### config.mk
export PLATFORM = sky130hd
export DESIGN_NAME = debounce_edge_detect
export DESIGN_NICKNAME = d
export VERILOG_FILES = /design/src/rtl/debounce_pkg.sv /design/src/rtl/debounce_edge_detect.sv
export SDC_FILE = /design/constraint.sdc
export NUM_CORES = 1
export LEC_CHECK = 0
export BUFFER_PORTS_ARGS = -buffer_cell sky130_fd_sc_hd__buf_2
export CAP_MARGIN = 0
export CORE_MARGIN = 8
export CORE_UTILIZATION = 45
export CTS_CLUSTER_DIAMETER = 30
export DETAILED_ROUTE_END_ITERATION = 16
export PLACE_DENSITY = 0.74
export SLEW_MARGIN = 10
export SYNTH_ARGS = -nofsm -noshare
export SYNTH_HDL_FRONTEND = slang
export SYNTH_SLANG_ARGS = --single-unit
### constraint.sdc
create_clock -name clk_i -period 3.3 [get_ports clk_i]
set_input_delay 0.66 -clock clk_i [delete_from_list [all_inputs] [get_ports clk_i]]
set_output_delay 0.66 -clock clk_i [all_outputs]
set_load 0.02 [all_outputs]
### src/rtl/debounce_pkg.sv
// Shared types for the debounce / edge-detect stage.
package debounce_pkg;

    // Two settled levels, each with a "waiting to leave" state.
    typedef enum logic [1:0] {
        ST_LOW,
        WAIT_HIGH,
        ST_HIGH,
        WAIT_LOW
    } db_state_t;

endpackage

### src/rtl/debounce_edge_detect.sv
// Debounce filter with rise/fall pulse generation and a rise-event counter.
// The input must already be synchronized to clk_i; the parent owns the
// synchronizer so that CDC handling stays in one place.
module debounce_edge_detect
    import debounce_pkg::*;
#(
    parameter int STABLE_CYCLES = 4,
    parameter int COUNT_W       = 8
) (
    input  logic               clk_i,
    input  logic               rst_i,
    input  logic               in_sync_i,
    input  logic               clear_count_i,
    output logic               level_o,
    output logic               rise_o,
    output logic               fall_o,
    output logic [COUNT_W-1:0] rise_count_o
);

    localparam int CNT_W = $clog2(STABLE_CYCLES);
    // Value of cnt on the edge that completes the stability window.
    localparam logic [CNT_W-1:0] CNT_LAST = CNT_W'(STABLE_CYCLES - 1);

    // A window of one sample would make the filter transparent.
    if (STABLE_CYCLES < 2) begin : g_bad_stable_cycles
        $error("debounce_edge_detect: STABLE_CYCLES must be >= 2");
    end

    db_state_t        state;
    logic [CNT_W-1:0] cnt;
    logic             accept_rise;

    // A rise is accepted on the edge that completes the high window.
    assign accept_rise = (state == WAIT_HIGH) && in_sync_i && (cnt == CNT_LAST);

    // Debounce FSM with registered level and one-cycle edge pulses.
    always_ff @(posedge clk_i or posedge rst_i) begin
        if (rst_i) begin
            state   <= ST_LOW;
            cnt     <= '0;
            level_o <= 1'b0;
            rise_o  <= 1'b0;
            fall_o  <= 1'b0;
        end else begin
            // NOTE: pulses default low every cycle; the accepting branch
            // below overrides this, so each pulse lasts exactly one cycle.
            rise_o <= 1'b0;
            fall_o <= 1'b0;
            case (state)
                ST_LOW: begin
                    if (in_sync_i) begin
                        state <= WAIT_HIGH;
                        cnt   <= CNT_W'(1);
                    end
                end
                WAIT_HIGH: begin
                    if (!in_sync_i) begin
                        // Glitch: fall back without touching the outputs.
                        state <= ST_LOW;
                        cnt   <= '0;
                    end else if (cnt == CNT_LAST) begin
                        state   <= ST_HIGH;
                        level_o <= 1'b1;
                        rise_o  <= 1'b1;
                        cnt     <= '0;
                    end else begin
                        cnt <= cnt + CNT_W'(1);
                    end
                end
                ST_HIGH: begin
                    if (!in_sync_i) begin
                        state <= WAIT_LOW;
                        cnt   <= CNT_W'(1);
                    end
                end
                WAIT_LOW: begin
                    if (in_sync_i) begin
                        state <= ST_HIGH;
                        cnt   <= '0;
                    end else if (cnt == CNT_LAST) begin
                        state   <= ST_LOW;
                        level_o <= 1'b0;
                        fall_o  <= 1'b1;
                        cnt     <= '0;
                    end else begin
                        cnt <= cnt + CNT_W'(1);
                    end
                end
                default: begin
                    state <= ST_LOW;
                    cnt   <= '0;
                end
            endcase
        end
    end

    // Wrapping count of accepted rises; a clear overrides a same-cycle rise.
    always_ff @(posedge clk_i or posedge rst_i) begin
        if (rst_i) begin
            rise_count_o <= '0;
        end else if (clear_count_i) begin
            rise_count_o <= '0;
        end else if (accept_rise) begin
            rise_count_o <= rise_count_o + COUNT_W'(1);
        end
    end

endmodule

==> impl_metrics.env <==
export IMPL_avgRoutedWirePerCell_um=14.1
export IMPL_vias=593
export IMPL_drive_above_1_share_pct=20.7
export IMPL_grt_pass1_vias=588
export IMPL_synth_edf_count=0
export IMPL_hold_viol=0
export IMPL_status="finished clean"
export IMPL_yosysSeqAreaShare_pct=49.3
export IMPL_crit_path_top_delay_cell="or4_1"
export IMPL_vdd_drop_max_mv=0.335
export IMPL_clk_path_buf_depth=2
export IMPL_first_iter_violations=6
export IMPL_criticalPathCategory="reg2reg"
export IMPL_dr_pass1_iters=4
export IMPL_synth_seq_cells=15
export IMPL_grt_pass1_wl_um=2480
export IMPL_cts_resized=0
export IMPL_grt_max_degree=16
export IMPL_synthToLayoutAreaGrowth_pct=10.0
export IMPL_critPathTopFamily="simple AND/OR/NAND/NOR gates"
export IMPL_yosys_area_top_type="dfrtp_1"
export IMPL_drc=0
export IMPL_antennaDiodeCount=0
export IMPL_place_congestion=0.703
export IMPL_setup_tns_final_ns=0
export IMPL_synthAdderAreaFrac_pct=4.93
export IMPL_cts_setup_buffers=0
export IMPL_worstHoldPathType="in2async"
export IMPL_cts_buffers=3
export IMPL_final_area_sq_um=837
export IMPL_cts_tree="yes"
export IMPL_worstPathRequired_ns=3.51
export IMPL_num_rows=15
export IMPL_final_antenna_net_count=0
export IMPL_die_area_sq_mm=0.00326
export IMPL_p_per_area_mw_per_mm2=504
export IMPL_synthArstFlopShare_pct=100
export IMPL_max_freq_ghz=0.597
export IMPL_rsz0062_at_grt="false"
export IMPL_root_buffer="clkbuf_4"
export IMPL_drv_cap=0
export IMPL_post_dp_hpwl_um=1080
export IMPL_synth_top_cell_area_share_pct=49.3
export IMPL_start_util_pct=46.1
export IMPL_endpoint_kind="flop"
export IMPL_insertion_delay_ns=0.28
export IMPL_synthMuxAreaShare_pct=1.32
export IMPL_cp_num_buf_inv=0
export IMPL_placed_area_sq_um=811
export IMPL_nets=95
export IMPL_yosysWarnings=0
export IMPL_synthCells=74
export IMPL_numClockSinks=15
export IMPL_synth_top_family_by_area="simple AND/OR/NAND/NOR gates"
export IMPL_die_w_um=57.1
export IMPL_final_setup_viol_count=0
export IMPL_netlist_area_sq_um=761
export IMPL_clk_pin_slew_ns=0.10
export IMPL_synthSimpleGateAreaFrac_pct=19.2
export IMPL_viasPerCell=5.70
export IMPL_hold_buffers=0
export IMPL_overflow=0
export IMPL_core_region_area_sq_mm=0.00165
export IMPL_pin_count=15
export IMPL_fillers=156
export IMPL_synth_cell_types=23
export IMPL_relSlewSlack_pct=60.9
export IMPL_start_kind="flop"
export IMPL_slew_viol_final=0
export IMPL_path_cells="ha_1 > nand4b_4 > or4_1 > a21oi_1"
export IMPL_avgSynthCellArea_sq_um=10.3
export IMPL_cp_arrival_ns=1.88
export IMPL_htree_levels=1
export IMPL_synth_area_leaders="dfrtp_1 (49%), a21oi_1 (6.6%), ha_1 (4.9%), o31ai_1 (4.9%), or4_1 (4.9%)"
export IMPL_synth_xor_area_share_pct=2.30
export IMPL_antenna_found_initial=0
export IMPL_die_h_um=57.1
export IMPL_post_route_period_util_pct=50.8
export IMPL_r2r_setup_slack_ns=1.62
export IMPL_synth_compound_area_share_pct=16.0
export IMPL_fin_crit_ns=1.68
export IMPL_path_max_fanout=14
export IMPL_total_leakage_power_uw=0.000408
export IMPL_critPathMaxStageDelay_ns=0.55
export IMPL_wl_um=1470
export IMPL_worstMarginPinSlew_ns=0.585
export IMPL_track_usage_pct=9.39
export IMPL_skew_ns=0.0108
export IMPL_yosys_most_used_dff="dfrtp_1"
export IMPL_io_buffers=14
export IMPL_synth_nets=81
final timing paths:
check | from | to | depth (start not counted)
setup / recovery | cnt[0] | rise_count_o[6] | 4
hold / removal | rst_i | rise_count_o[4] | 2
setup reg to reg | cnt[0] | rise_count_o[6] | 4
hold reg to reg | cnt[0] | cnt[0] | 1
max in group asynchronous | rst_i | rise_count_o[0] | 2
min in group clk_i | cnt[0] | cnt[0] | 1
worst reg2reg max path, stage by stage (launching register included):
cell,delay (ns)
dfrtp_1,0.41
ha_1,0.26
nand4b_4,0.23
or4_1,0.55
a21oi_1,0.15
cells in the mapped netlist, drive strengths merged (2+ instances only):
library cell and count:
nor2 5, dfrtp 15, or4 5, buf 5, nand2 6, nand3 2, o21ai 4, xor2 2
inv 3, a21oi 10, ha 3, o31ai 5
layout make-up:
cell class	instances	area, sq um	share of cell area, %
sequential	15	375	44.8
multi-input combinational	51	333	39.8
inverter	3	11.3	1.35
clock buffer	4	26.3	3.14
timing repair buffer	14	70.1	8.37
tap	17	21.3	2.54
power breakdown:
part           switching (uW)  internal, uW  total (uW)
Combinational            46.7          34.9        81.5
Sequential               29.3           205         234
Clock                    59.3          46.9         106
registers in the layout, summed over array words and instances (netlist names), named ones only:
signal / flops
rise_o: 1
rise_count_o: 8
state: 1
cnt: 2
fall_o: 1
level_o: 1
cells in the final DEF, fill, tap and decap left out, types with 2 or more instances in the layout:
master,netlist,final
ha_1,3,3
nand2_1,6,6
nor2_1,5,5
clkbuf_4,0,3
or4_1,5,5
a21oi_1,10,10
o31ai_1,5,5
xor2_1,2,2
o21ai_0,4,4
dfrtp_1,15,15
buf_2,0,14
nand3_1,2,2
inv_1,3,3
cells by family (layout without fill, tap and decap cells):
logic type | count (synthesis) | count (layout)
simple gates | 24 | 24
compound gates | 21 | 21
flops | 15 | 15
buf+inv | 8 | 21
fa+ha+maj | 3 | 3
xor+xnor | 2 | 2
mux | 1 | 1
stage by stage:
stage	setup WS, ns	power, uW	std cells	hold WS (ns)	util, %
finish	1.62	422	104	0.416	50.7
global route	1.49	449	104	0.455	50.7
CTS	1.62	427	104	0.427	50.7
detailed placement	1.45	320	100	0.504	49.1
global placement	1.50	315	100	0.491	49.1
floorplan	1.59	312	74	0.476	-
per-layer routing:
layer | part of all wire, % | wire length, um | global-route usage [%] | vias to the layer above
met1 | 45 | 658 | 10.2 | 284
li1 | - | - | - | 293
met3 | 5.3 | 78 | 3.10 | 2
met2 | 49 | 723 | 15.7 | 14
met5 | 0 | 0 | 0 | -
met4 | 0.61 | 9 | 5.03 | 0
No activity file was read; power rests on OpenSTA's default activity.
